**config.mk**
```make
export PLATFORM = sky130hd
export DESIGN_NAME = seg7_scan_driver_flat
export DESIGN_NICKNAME = d
export VERILOG_FILES = /design/src/rtl/seg7_pkg.sv /design/src/rtl/seg7_scan_driver_if.sv /design/src/rtl/seg7_font.sv /design/src/rtl/seg7_scan_driver.sv /design/src/flat_wrapper.sv
export SDC_FILE = /design/constraint.sdc
export NUM_CORES = 1
export LEC_CHECK = 0
export CAP_MARGIN = 20
export CORE_MARGIN = 3
export CORE_UTILIZATION = 55
export CTS_CLUSTER_DIAMETER = 80
export DETAILED_ROUTE_END_ITERATION = 6
export DONT_BUFFER_PORTS = 1
export GPL_TIMING_DRIVEN = 0
export MAX_ROUTING_LAYER = met4
export PLACE_DENSITY = 0.82
export SETUP_SLACK_MARGIN = 0.05
export SLEW_MARGIN = 20
export SYNTH_ARGS = -nofsm -noshare
export SYNTH_HDL_FRONTEND = slang
export SYNTH_SLANG_ARGS = --single-unit
```
**constraint.sdc**
```tcl
create_clock -name clk -period 4.55 [get_ports clk]
set_clock_uncertainty 0.1 [all_clocks]
set_input_delay 0.2275 -clock clk [delete_from_list [all_inputs] [get_ports clk]]
set_output_delay 0.2275 -clock clk [all_outputs]
set_load 0.01 [all_outputs]
```
**src/rtl/seg7_pkg.sv**
```systemverilog
// Shared types and the hex glyph table for the seven-segment scan driver.
// Glyphs are stored active-low in g,f,e,d,c,b,a order (bit 6 = g).
package seg7_pkg;

  typedef logic [6:0] seg7_t;

  localparam seg7_t SEG_OFF = 7'h7F;

  localparam seg7_t GLYPHS [16] = '{
    7'b1000000, 7'b1111001, 7'b0100100, 7'b0110000,  // 0 1 2 3
    7'b0011001, 7'b0010010, 7'b0000010, 7'b1111000,  // 4 5 6 7
    7'b0000000, 7'b0010000, 7'b0001000, 7'b0000011,  // 8 9 A b
    7'b1000110, 7'b0100001, 7'b0000110, 7'b0001110   // C d E F
  };

endpackage

```
**src/rtl/seg7_scan_driver_if.sv**
```systemverilog
// Datapath-side and pin-side signals of the seven-segment scan driver.
// master drives value/load/dp/blank; slave (the driver) drives the pins.
interface seg7_scan_driver_if #(
  parameter int NUM_DIGITS = 4
);
  logic [4*NUM_DIGITS-1:0] value_i;
  logic                    load_i;
  logic [NUM_DIGITS-1:0]   dp_i;
  logic [NUM_DIGITS-1:0]   blank_i;
  logic [6:0]              seg_o;
  logic                    dp_o;
  logic [NUM_DIGITS-1:0]   an_o;

  modport master (
    output value_i, load_i, dp_i, blank_i,
    input  seg_o, dp_o, an_o
  );

  modport slave (
    input  value_i, load_i, dp_i, blank_i,
    output seg_o, dp_o, an_o
  );
endinterface

```
**src/rtl/seg7_font.sv**
```systemverilog
// Combinational hex-nibble to active-low seven-segment glyph lookup.
module seg7_font
  import seg7_pkg::*;
(
  input  logic [3:0] hex_i,
  output seg7_t      seg_o
);
  assign seg_o = GLYPHS[hex_i];
endmodule

```
**src/rtl/seg7_scan_driver.sv**
```systemverilog
// Multiplexed common-anode seven-segment scanner with a dead cycle per slot.
// Define SEG7_LZ_SUPPRESS_EN to darken leading zero digits (digit 0 always shown).
module seg7_scan_driver
  import seg7_pkg::*;
#(
  parameter int NUM_DIGITS      = 4,
  parameter int TICKS_PER_DIGIT = 6750,
  parameter bit SEG_ACTIVE_LOW  = 1'b1,
  parameter bit AN_ACTIVE_LOW   = 1'b1
) (
  input logic               clk,
  input logic               rst_n,
  seg7_scan_driver_if.slave bus
);

  localparam int CNT_W = $clog2(TICKS_PER_DIGIT);
  localparam int IDX_W = (NUM_DIGITS > 1) ? $clog2(NUM_DIGITS) : 1;
  localparam logic [CNT_W-1:0]      CNT_LAST = CNT_W'(TICKS_PER_DIGIT - 1);
  localparam logic [IDX_W-1:0]      IDX_LAST = IDX_W'(NUM_DIGITS - 1);
  localparam seg7_t                 SEG_DARK = {7{SEG_ACTIVE_LOW}};
  localparam logic                  DP_DARK  = SEG_ACTIVE_LOW;
  localparam logic [NUM_DIGITS-1:0] AN_DARK  = {NUM_DIGITS{AN_ACTIVE_LOW}};

  logic [CNT_W-1:0]        cnt_q, cnt_d;
  logic [IDX_W-1:0]        idx_q, idx_d;
  logic [4*NUM_DIGITS-1:0] val_q, val_d;
  logic [NUM_DIGITS-1:0]   dpsh_q, dpsh_d;
  seg7_t                   seg_q, seg_d;
  logic                    dp_q, dp_d;
  logic [NUM_DIGITS-1:0]   an_q, an_d;

  logic [3:0]            sel_hex;
  seg7_t                 glyph;
  logic [NUM_DIGITS-1:0] lz_mask;
  logic [NUM_DIGITS-1:0] onehot;
  logic                  dark;

  assign sel_hex = val_q[{idx_q, 2'b00} +: 4];

  seg7_font u_font (
    .hex_i (sel_hex),
    .seg_o (glyph)
  );

`ifdef SEG7_LZ_SUPPRESS_EN
  // Walk down from the top digit; a digit is dark while every digit above it is zero too.
  always_comb begin
    logic zero_run;
    zero_run = 1'b1;
    lz_mask  = '0;
    for (int i = NUM_DIGITS - 1; i > 0; i--) begin
      zero_run   = zero_run & (val_q[4*i +: 4] == 4'h0);
      lz_mask[i] = zero_run;
    end
  end
`else
  assign lz_mask = '0;
`endif

  assign onehot = NUM_DIGITS'(1) << idx_q;
  assign dark   = bus.blank_i[idx_q] | lz_mask[idx_q];

  // NOTE: every always_comb output gets a default first, so no path leaves it unassigned (no latch).
  always_comb begin
    cnt_d  = cnt_q + 1'b1;
    idx_d  = idx_q;
    val_d  = val_q;
    dpsh_d = dpsh_q;
    seg_d  = seg_q;
    dp_d   = dp_q;
    an_d   = an_q;

    if (bus.load_i) begin
      val_d  = bus.value_i;
      dpsh_d = bus.dp_i;
    end

    if (cnt_q == CNT_LAST) begin
      // Slot end: everything goes dark for the anti-ghosting dead cycle.
      cnt_d = '0;
      idx_d = (idx_q == IDX_LAST) ? '0 : idx_q + 1'b1;
      seg_d = SEG_DARK;
      dp_d  = DP_DARK;
      an_d  = AN_DARK;
    end else if (cnt_q == '0) begin
      if (dark) begin
        seg_d = SEG_DARK;
        dp_d  = DP_DARK;
        an_d  = AN_DARK;
      end else begin
        seg_d = SEG_ACTIVE_LOW ? glyph : ~glyph;
        dp_d  = SEG_ACTIVE_LOW ? ~dpsh_q[idx_q] : dpsh_q[idx_q];
        an_d  = AN_ACTIVE_LOW ? ~onehot : onehot;
      end
    end
  end

  // NOTE: sequential state uses non-blocking assignments so all registers update from pre-edge values.
  always_ff @(posedge clk or negedge rst_n) begin
    if (!rst_n) begin
      cnt_q  <= '0;
      idx_q  <= '0;
      val_q  <= '0;
      dpsh_q <= '0;
      seg_q  <= SEG_DARK;
      dp_q   <= DP_DARK;
      an_q   <= AN_DARK;
    end else begin
      cnt_q  <= cnt_d;
      idx_q  <= idx_d;
      val_q  <= val_d;
      dpsh_q <= dpsh_d;
      seg_q  <= seg_d;
      dp_q   <= dp_d;
      an_q   <= an_d;
    end
  end

  assign bus.seg_o = seg_q;
  assign bus.dp_o  = dp_q;
  assign bus.an_o  = an_q;

endmodule

```
**src/flat_wrapper.sv**
```systemverilog
// flat-port wrapper written by rule: the top's interface ports become plain ports
module seg7_scan_driver_flat import seg7_pkg::*;
#(
  parameter int NUM_DIGITS      = 4,
  parameter int TICKS_PER_DIGIT = 6750,
  parameter bit SEG_ACTIVE_LOW  = 1'b1,
  parameter bit AN_ACTIVE_LOW   = 1'b1
)
  (clk, rst_n, bus_value_i, bus_load_i, bus_dp_i, bus_blank_i, bus_seg_o, bus_dp_o, bus_an_o);
  seg7_scan_driver_if #(.NUM_DIGITS(NUM_DIGITS)) bus_i ();
  input logic clk;
  input logic rst_n;
  input wire logic [$bits(bus_i.value_i)-1:0] bus_value_i;
  input wire logic [$bits(bus_i.load_i)-1:0] bus_load_i;
  input wire logic [$bits(bus_i.dp_i)-1:0] bus_dp_i;
  input wire logic [$bits(bus_i.blank_i)-1:0] bus_blank_i;
  output wire logic [$bits(bus_i.seg_o)-1:0] bus_seg_o;
  output wire logic [$bits(bus_i.dp_o)-1:0] bus_dp_o;
  output wire logic [$bits(bus_i.an_o)-1:0] bus_an_o;
  assign bus_i.value_i = bus_value_i;
  assign bus_i.load_i = bus_load_i;
  assign bus_i.dp_i = bus_dp_i;
  assign bus_i.blank_i = bus_blank_i;
  assign bus_seg_o = bus_i.seg_o;
  assign bus_dp_o = bus_i.dp_o;
  assign bus_an_o = bus_i.an_o;
  seg7_scan_driver #(.NUM_DIGITS(NUM_DIGITS), .TICKS_PER_DIGIT(TICKS_PER_DIGIT), .SEG_ACTIVE_LOW(SEG_ACTIVE_LOW), .AN_ACTIVE_LOW(AN_ACTIVE_LOW)) u_core (.clk(clk), .rst_n(rst_n), .bus(bus_i));
endmodule
```
==> results of run 1 <==
-- metal layers --
layer  wire length [um]  vias to the layer above  track usage (%)  share of wire [%]
met3                262                       22             5.12                4.8
met2               2820                       65             40.4                 52
met4                257                        0             12.1                4.7
met1               2090                      806             27.2                 39
met5                  0                        -                -                  0
li1                   -                      742                -                  -
-- per-stage QoR --
step,instance area [um2],util (%),instances,hold slack [ns],total power [uW]
after global placement,2450,60.1,239,-0.166,541
after CTS,2810,68.7,269,0.347,887
after global routing,2810,68.8,270,0.351,927
final,2810,68.8,270,0.313,888
after floorplan,2390,-,189,-0.168,531
after detailed placement,2450,60.1,239,-0.166,549
-- flip-flops by register name, summed over array words and instances (netlist names) --
signal,count
u_core.val_q,16
u_core.cnt_q,13
u_core.bus.seg_o,7
u_core.bus.an_o,4
u_core.dpsh_q,4
u_core.idx_q,2
u_core.bus.dp_o,1
-- where the power goes --
group          internal (uW)  leakage [uW]  switching, uW
Sequential               446      0.000555           18.6
Clock                    167     0.0000587            153
Combinational           58.8      0.000557           45.3
-- cell type report --
cell class	count	area, um2
sequential	47	1190
clock buffer	5	68.8
clock inverter	3	47.5
timing repair buffer	22	238
inverter	10	37.5
antenna	1	2.50
tap	50	62.6
multi-input combinational	123	1110
buffer	9	52.6
fill	272	1270
-- repair_timing --
item | 4_1_cts | 5_1_grt
hold endpoints to repair | 67 | 0
setup endpoints to repair | 0 | 0
hold buffers | 22 | 0
-- cells by family after synthesis --
group	after synthesis	synth area share, %
flip-flops	47	49.8
multiplexers	33	18.3
XOR/XNOR	10	3.66
adder cells (fa/ha/maj)	13	6.80
AO/OA/AOI/OAI	23	7.17
buffers and inverters	19	3.77
AND/OR/NAND/NOR	44	10.5
-- how the worst max path moves through the flow --
| stage | to | slack, ns | depth (start not counted) |
|---|---|---|---|
| finish | u_core.bus.seg_o[4] | 2.24 | 6 |
| CTS | u_core.bus.seg_o[4] | 2.27 | 6 |
| global placement | u_core.bus.seg_o[4] | 2.37 | 6 |
| global route | u_core.bus.an_o[1] | 2.06 | 7 |
| detailed placement | u_core.bus.seg_o[4] | 2.31 | 7 |
| floorplan | u_core.bus.seg_o[4] | 2.54 | 6 |
-- placed cells by master (no fill, tap or decap), types with 4 or more instances in the layout --
master	synthesis	final
inv_1	10	10
clkbuf_1	4	4
a21oi_1	6	6
nor2_1	11	11
nand3_1	6	6
dfrtp_1	35	35
dlygate4sd3_1	0	21
xnor2_1	7	7
a2bb2oi_1	11	11
ha_1	13	13
nand2_1	6	6
dfstp_2	12	12
mux4_2	5	5
clkbuf_8	0	5
mux2_2	23	23
mux2i_1	4	4
==> results.md, run 1 <==
- WS Path Type: flop to flop
- Synthesis-to-finish area growth: 17.5%
- Vias in the first global route: 1,803
- Buf+Inv Stages, Crit Path: 1
- Final WL: 5430 um
- Leading area contributor after synthesis: dfrtp_1
- Critical Path RT: 4.68 ns
- Cts bufs inserted: 5
- Post-synth EDFFs: 0
- Root buffer cell: clkbuf_8
- Startpoint Class: flop
- Max Cap Viol: 0
- Total Routing Usage GR: between 20 and 25%
- DPL Wire Length: roughly 3600 um
- Core area: between 0.004 and 0.005 mm2
- Most frequent cell after synthesis: dfrtp_1
- Number of core rows: 23
- Worst-skew pair later-pin latency: around 0.31 ns
- RSZ-0062 raised after global routing: false
- Final min period: 2.31 ns
- Vias: about 1,600
- Least-Margin Pin Slew: between 0.7 and 0.8 ns
- Reg2Reg Setup Slack: about 2.2 ns
- Status: complete, no violations
- Max Root-Sink Buffers: 2
- Mapped Cells: 189
- Final setup margin: about 2.2 ns
- Reg-to-reg critical path endpoint: u_core.bus.seg_o[4]
- Crit Path Max Fanout: 8
- Worst r2r src: u_core.idx_q[1]
- CTS tree: yes
- Setup repair bufs after CTS: 0
- Largest stage delay, worst path: ~0.47 ns
- Post-synth ARST share: 100%
- Synth cell types: 33
- Clock-pin slew on the worst setup and hold paths: approximately 0.11 ns
- Setup WS pre-CTS: between 2 and 2.5 ns
- WL per Instance: ~20 um
- Post-synthesis net count: between 200 and 250
- IO Pins: 39
- Pwr per Cell Area: 316 mW/mm2
- Yosys top cell area share: between 30% and 40%
- Critical path's slowest cell: mux4_2
- Post-layout net count: roughly 260
- Via density: about 6.1
- Starting density of the core: 58.5%
- Worst min path class: primary input to async pin
- Die footprint: 0.00518 mm2
- Max-slew violations: 0
- Final hold viol count: 0
- I/O Buffers: 0
- Grt ovf: 0
- Post_cts resized: 0
- Clk sinks: 47
- Prevailing post-synth register cell: dfrtp_1
- Crit-path cells: clkbuf_1 -> mux4_2 -> ha_1 -> mux2i_1 -> nor2_1 -> o32a_1
- Synth Register Bits: between 40 and 50
- Sequential share of the synthesized area: roughly 50%
- FMAX: about 430 MHz
- Setup violations, final: 0
- DRC: 0
- Peak VDD IR: approximately 0.00028 V
- Crit-path leading delay family: multiplexers
- Pleak: approximately 0.0012 uW
- Rel. slew slack: roughly 52%
- First-pass DRT Iterations: 4
- CP endpoint kind: flop
- Crit path arrival time: 2.44 ns
- Layout cells sized above 1: between 20 and 30%
- Post-Syn Area per Cell: 12.7 um2
- Synth cell count leaders: dfrtp_1, mux2_2, ha_1
- CP startpoint: u_core.idx_q[1]
- Synth warnings: 0
- Largest cells by area after synthesis: dfrtp_1, dfstp_2, mux2_2
- Final worst-path cycle share: 50.8%
- Die Ht: between 70 and 80 um
- Synthesized area: 0.00239 mm2
- GP Congestion: between 0.8 and 0.9
- Reg2reg path depth: 6
- 1st-iter DRT viols: 117
- Post-route ant nets: 0
- Die W: approximately 72 um
- Largest net degree at the start of global routing: 48
- Setup TNS: 0 ns
- Global-route wire length before repair: ~9000 um
- H-tree level count: 2
- Initial antenna violation count: 1
No activity file was read; power rests on OpenSTA's default activity.
==> inputs of run 2 (changes only) <==
PLACE_DENSITY = 0.85   (was 0.82)
clock period = 2.05 ns   (was 4.55 ns; I/O delays follow)
==> run 2 against run 1 <==
The flow now finishes with violations (negative setup slack). Sequential cell count unchanged. Combinational power rose to 2.9 times the previous value. Count of clock-buffer cells in the layout stayed put. Critical path depth up 1. Critical path type unchanged.
==> results.md, run 2 (synthesis results as in run 1) <==
- Rel. slew slack: 58.9%
- DRC: 0
- Pwr per Cell Area: 674 mW/mm2
- Placed cells: approximately 240
- Final setup margin: -0.0389 ns
- CP startpoint: u_core.idx_q[0]
- I/O Buffers: 0
- Most frequent cells in the layout: dfrtp_1, mux2_2, dlygate4sd3_1
- Post-route ant nets: 0
- Crit-path cells: buf_6 -> mux4_2 -> inv_4 -> buf_4 -> ha_4 -> nor2b_1 -> o32a_1
- Final min period: approximately 2.1 ns
- Crit path arrival time: 2.22 ns
- Pleak: about 0.0012 uW
- Initial antenna violation count: 0
- Global-route wire length before repair: between 9000 and 10,000 um
- Area after DPL: approximately 0.0025 mm2
- 1st-iter DRT viols: ~160
- RSZ-0062 raised after global routing: true
- Crit Path Max Fanout: 7
- Vias: 1,682
- Max reg flops: 16
- Startpoint Class: flop
- Max Used Layer: met4
- CTS tree: yes
- First-pass DRT Iterations: 4
- Peak VDD IR: roughly 0.00063 V
- Total Routing Usage GR: ~24%
- Critical path's slowest cell: mux4_2
- N_diodes: 0
- Starting density of the core: about 59%
- Worst min path class: primary input to async pin
- CP endpoint kind: flop
- Grt ovf: 0
- Most common cell after layout, fill and taps aside: dfrtp_1
- Die Ht: 72.0 um
- Clk sinks: 47
- Clock-pin slew on the worst setup and hold paths: 0.10 ns
- Largest stage delay, worst path: about 0.61 ns
- WL met2: 3180 um
- Post-layout net count: roughly 270
- Reg2reg path depth: 7
- Layout cells sized above 1: roughly 37%
- Final worst-path cycle share: 102%
- Worst-skew pair later-pin latency: 0.31 ns
- Max Root-Sink Buffers: 2
- Max-slew violations: 0
- Number of core rows: 23
- Final instance area: just over 0.003 mm2
- Worst r2r src: u_core.idx_q[0]
- GP Congestion: about 0.85
- IO Pins: 39
- Vias in the first global route: ~1,800
- Cts bufs inserted: 5
- Root buffer cell: clkbuf_8
- Die footprint: around 0.0052 mm2
- DPL Wire Length: approximately 3200 um
- Largest net degree at the start of global routing: 48
- Met3 routed WL: 344 um
- Die W: slightly above 70 um
- Least-Margin Pin Slew: 0.616 ns
- Status: complete, but fails checks
- Critical Path RT: 2.18 ns
- Final hold viol count: 0
- WL per Instance: around 21 um
- Core area: around 0.0041 mm2
- Failing checks: negative setup slack
- Top reg by flops: u_core.val_q
- Non-Filler Instances: around 280
- WS Path Type: flop to flop
- H-tree level count: 2
- Max Cap Viol: 0
- Synthesis-to-finish area growth: 27.0%
- Via density: roughly 6
- Setup violations, final: 4
- FMAX: between 400 and 500 MHz
- Final WL: between 5000 and 6000 um
- Met1 WL: between 2000 and 2500 um
==> run 2: cell types whose count changed in the layout (fill, tap and decap cells not counted), sizes merged <==
cell and change:
buf +11, clkbuf -1, diode -1
==> run 2: power by group <==
group | total [uW] | switching [uW] | internal [uW]
clock network | 708 | 338 | 370
logic | 306 | 134 | 172
registers | 1030 | 41.6 | 990
==> run 2: layout make-up <==
cell class | instances | area [um2]
plain buffers | 9 | 66.3
clock buffers | 5 | 68.8
clock inverters | 3 | 47.5
fillers | 236 | 1050
inverters | 10 | 42.5
multi-input cells | 123 | 1240
flip-flops and latches | 47 | 1190
well taps | 50 | 62.6
repair buffers | 32 | 317
==> run 2: worst paths after layout <==
kind                                  endpoint  slack, ns
max reg2reg                u_core.bus.seg_o[4]      -0.04
min                           u_core.cnt_q[11]       0.18
min reg2reg                   u_core.dpsh_q[3]       0.42
min in group clk           u_core.bus.seg_o[3]       0.19
max in group asynchronous  u_core.bus.seg_o[4]       1.38
max                        u_core.bus.seg_o[4]      -0.04
==> run 2: layer usage <==
layer	track usage (%)	vias up
li1	-	761
met1	26.1	856
met2	41.0	49
met3	7.89	16
met4	11.1	0
met5	-	-
==> run 2: timing repair <==
action                                 in CTS  in global routing
gates resized for setup                    10                 25
endpoints found under the hold margin      67                  0
setup endpoints to repair                  12                 13
setup buffers                               7                  3
hold buffers                               22                  0
pin swaps                                   1                  8
==> run 2: per-stage QoR <==
step	power (uW)	utilization, %	setup slack (ns)	hold WS [ns]	setup TNS, ns
CTS	1990	71.1	0.0141	0.193	0
global route	2120	74.3	-0.0977	0.197	-0.405
finish	2050	74.3	-0.0389	0.182	-0.0740
floorplan	1180	-	0.0883	-0.293	0
global placement	1200	60.1	-0.0429	-0.292	-0.261
detailed placement	1220	60.1	-0.0930	-0.292	-0.638
==> run 2: critical path: cells and delay by family (launching register included) <==
kind	cells	cell delay (ns)
mux	1	0.61
buf+inv	3	0.43
flops	1	0.39
compound gates	1	0.33
fa+ha+maj	1	0.12
simple gates	1	0.06
==> inputs of run 3 (changes only) <==
ABC_AREA = 1   (was not set)
CTS_CLUSTER_SIZE = 16   (was not set)
==> run 3 against run 2 <==
The run now ends clean. Combinational power down 18%. Hold slack worse by 0.15 ns. Cell count up 42%. Global-route usage down 2.0 points. First-iteration DRC count down 5.8%. Utilization down 4.6 points.
==> results.md, run 3 <==
- Status: complete, no violations
- Synth cell types: 29
- Max-slew violations: 0
- Global-route wire length before repair: between 9000 and 10,000 um
- Crit path arrival time: ~2 ns
- H-tree level count: 2
- Comb power frac: between 10 and 15%
- Sequential share of power: about 55%
- Worst min path class: primary input to flop
- Reg2Reg Setup Slack: roughly 0.17 ns
- Critical Path RT: 2.20 ns
- CP endpoint kind: flop
- Mapped Cells: about 310
- Prevailing post-synth register cell: dfrtp_1
- Switch share: a little over a quarter
- Via density: 5.43
- Total Routing Usage GR: between 20 and 25%
- Placed cells: approximately 360
- Largest stage delay, worst path: approximately 0.47 ns
- Peak VDD IR: 0.000536 V
- Hold slack: around 0.035 ns
- IO Pins: 39
- Hold Crit Endpoint: u_core.val_q[11]
- Synth Register Bits: 47
- WL per Instance: between 10 and 15 um
- DPL Wire Length: 3890 um
- Clock power share: around a third
- DRC: 0
- Die footprint: approximately 0.0057 mm2
- Most frequent cell after synthesis: nand2_1
- Multi-input logic area: approximately 0.0013 mm2
- Fill cells: 321
- Sequential share of the synthesized area: 44.7%
- Non-Filler Instances: ~400
- Critical path's slowest cell: dfrtp_2
- Worst-skew pair later-pin latency: roughly 0.31 ns
- CTS tree: yes
- Post-layout net count: 383
- Largest net degree at the start of global routing: 48
- Die W: 75.6 um
- Reg area: approximately 0.0012 mm2
- Reg-to-reg critical path endpoint: u_core.bus.seg_o[0]
- Leading area contributor after synthesis: dfrtp_1
- Post-synthesis net count: between 300 and 400
- Crit-path cells: inv_4 -> buf_6 -> nand2_1 -> nand3_1 -> nand2_2 -> inv_2 -> ha_2 -> inv_1 -> nand2_1 -> nand2_1 -> nor2_1 -> nor2_1 -> nor2_1
- Yosys top cell area share: approximately 33%
- Post-Syn Area per Cell: 8.69 um2
- GP Congestion: 0.921
- Synth warnings: 0
- Number of core rows: 24
- Final hold viol count: 0
- Max Root-Sink Buffers: 2
- Final worst-path cycle share: around nine tenths
- Vias in the first global route: roughly 2,000
- N_diodes: 0
- 1st-iter DRT viols: roughly 150
- Cts bufs inserted: 5
- Largest cells by area after synthesis: dfrtp_1, dfstp_2, nand2_1
- Switching pwr: between 500 and 600 uW
- First-pass DRT Iterations: 4
- Least-Margin Pin Slew: 0.432 ns
- Initial antenna violation count: 0
- Die Ht: about 76 um
- I/O Buffers: 0
- FMAX: about 530 MHz
- Max Cap Viol: 0
- Post-synth EDFFs: 0
- Synthesized area: about 0.0027 mm2
- Post-route ant nets: 0
- Setup TNS: 0 ns
- Most frequent cells in the layout: nand2_1, dfrtp_1, nor2_1
- Hold Path Stages: 3
- RSZ-0062 raised after global routing: false
- Crit Path Max Fanout: 11
- Final min period: ~1.9 ns
- Hold path startpoint: bus_load_i
- Reg2reg path depth: 13
- Final setup margin: about 0.17 ns
- Final WL: between 5000 and 6000 um
- Setup WS pre-CTS: roughly 0.11 ns
- Starting density of the core: between 50 and 60%
- Clock-pin slew on the worst setup and hold paths: about 0.1 ns
- Max reg flops: 16
- Pleak: roughly 0.0015 uW
- Pwr per Cell Area: around 600 mW/mm2
- Layout cells sized above 1: about a quarter
- Clk sinks: between 40 and 50
- Vias: 2,151
- Root buffer cell: clkbuf_8
- Int Pwr: 1370 uW
- Core area: 0.00450 mm2
- Synthesis-to-finish area growth: 17.8%
- Synth cell count leaders: nand2_1, dfrtp_1, nor2_1
- Grt ovf: 0
- Rel. slew slack: 71.0%
- Post-synth ARST share: 100%
- Setup violations, final: 0
- Worst r2r src: u_core.idx_q[0]
- WS Path Type: flop to flop
- Top reg by flops: u_core.val_q
- Most common cell after layout, fill and taps aside: nand2_1
- Startpoint Class: flop
==> run 3: cell types whose count changed after synthesis, moves of 5 or more <==
cell       delta
nand2_2       +6
o21ai_0       +5
nand2_1      +65
inv_1        +16
a21oi_1       +8
nand3_1      +19
xnor2_1       -7
mux4_2        -5
mux2_2        -5
a2bb2oi_1    -11
nor2_1       +20
==> run 3: power by group through the flow <==
stage / Sequential [uW] / Combinational, uW / Clock, uW
6_report: 1030 / 252 / 601
3_5_place_dp: 1040 / 177 / 0
2_1_floorplan: 1030 / 150 / 0
5_1_grt: 1040 / 281 / 655
3_3_place_gp: 1040 / 170 / 0
4_1_cts: 1030 / 239 / 614
==> run 3: how the worst max path moves through the flow <==
stage	slack (ns)	startpoint	endpoint	cells past startpoint
6_report	0.17	u_core.idx_q[0]	u_core.bus.seg_o[0]	13
5_1_grt	0.06	u_core.idx_q[0]	u_core.bus.seg_o[0]	13
4_1_cts	0.09	u_core.idx_q[0]	u_core.bus.seg_o[0]	13
3_5_place_dp	0.11	u_core.idx_q[0]	u_core.bus.seg_o[0]	13
3_3_place_gp	0.15	u_core.idx_q[0]	u_core.bus.seg_o[5]	11
2_1_floorplan	0.34	u_core.idx_q[1]	u_core.bus.seg_o[3]	13
==> run 3: critical path: cells and delay by family, from the launching register on <==
kind / cells / cell delay, ns
AND/OR/NAND/NOR: 8 / 0.64
flip-flops: 1 / 0.47
buffers and inverters: 4 / 0.40
adder cells (fa/ha/maj): 1 / 0.21
==> run 3: cell type report <==
type | count | area share (%)
Clock buffer | 5 | 2.19
Clock inverter | 3 | 0.836
Timing Repair Buffer | 29 | 9.40
Multi-Input combinational cell | 222 | 41.4
Buffer | 8 | 2.47
Tap cell | 52 | 2.07
Sequential cell | 47 | 38.0
Inverter | 30 | 3.66
==> run 3: kinds of logic (layout without fill, tap and decap cells) <==
| logic type | Yosys count | in the layout | share of synthesized area (%) |
|---|---|---|---|
| AND/OR/NAND/NOR | 159 | 159 | 27.7 |
| multiplexers | 18 | 18 | 7.60 |
| buffers and inverters | 38 | 75 | 6.85 |
| adder cells (fa/ha/maj) | 13 | 13 | 6.10 |
| AO/OA/AOI/OAI | 27 | 27 | 5.44 |
| XOR/XNOR | 5 | 5 | 1.64 |
| flip-flops | 47 | 47 | 44.7 |
==> run 3: per-layer routing <==
| metal | up-vias | track usage (%) | wire (um) | part of all wire (%) |
|---|---|---|---|---|
| met5 | - | - | 0 | 0 |
| met4 | 0 | 8.35 | 128 | 2.3 |
| met3 | 11 | 5.80 | 347 | 6.2 |
| met2 | 79 | 34.6 | 2630 | 47 |
| met1 | 995 | 28.3 | 2460 | 44 |
| li1 | 1066 | - | - | - |
==> run 3: through the flow <==
step / power, uW / instance area [um2] / utilization, %
2_1_floorplan: 1180 / 2670 / -
6_report: 1880 / 3140 / 69.8
3_5_place_dp: 1220 / 2730 / 60.7
3_3_place_gp: 1210 / 2730 / 60.7
5_1_grt: 1970 / 3140 / 69.8
4_1_cts: 1880 / 3090 / 68.5
==> run 3: timing repair <==
item | in CTS | in global routing
resized for setup | 0 | 7
buffers inserted | 0 | 5
endpoints found under the hold margin | 67 | 0
endpoints found under the setup margin | 0 | 7
hold buffers | 24 | 0
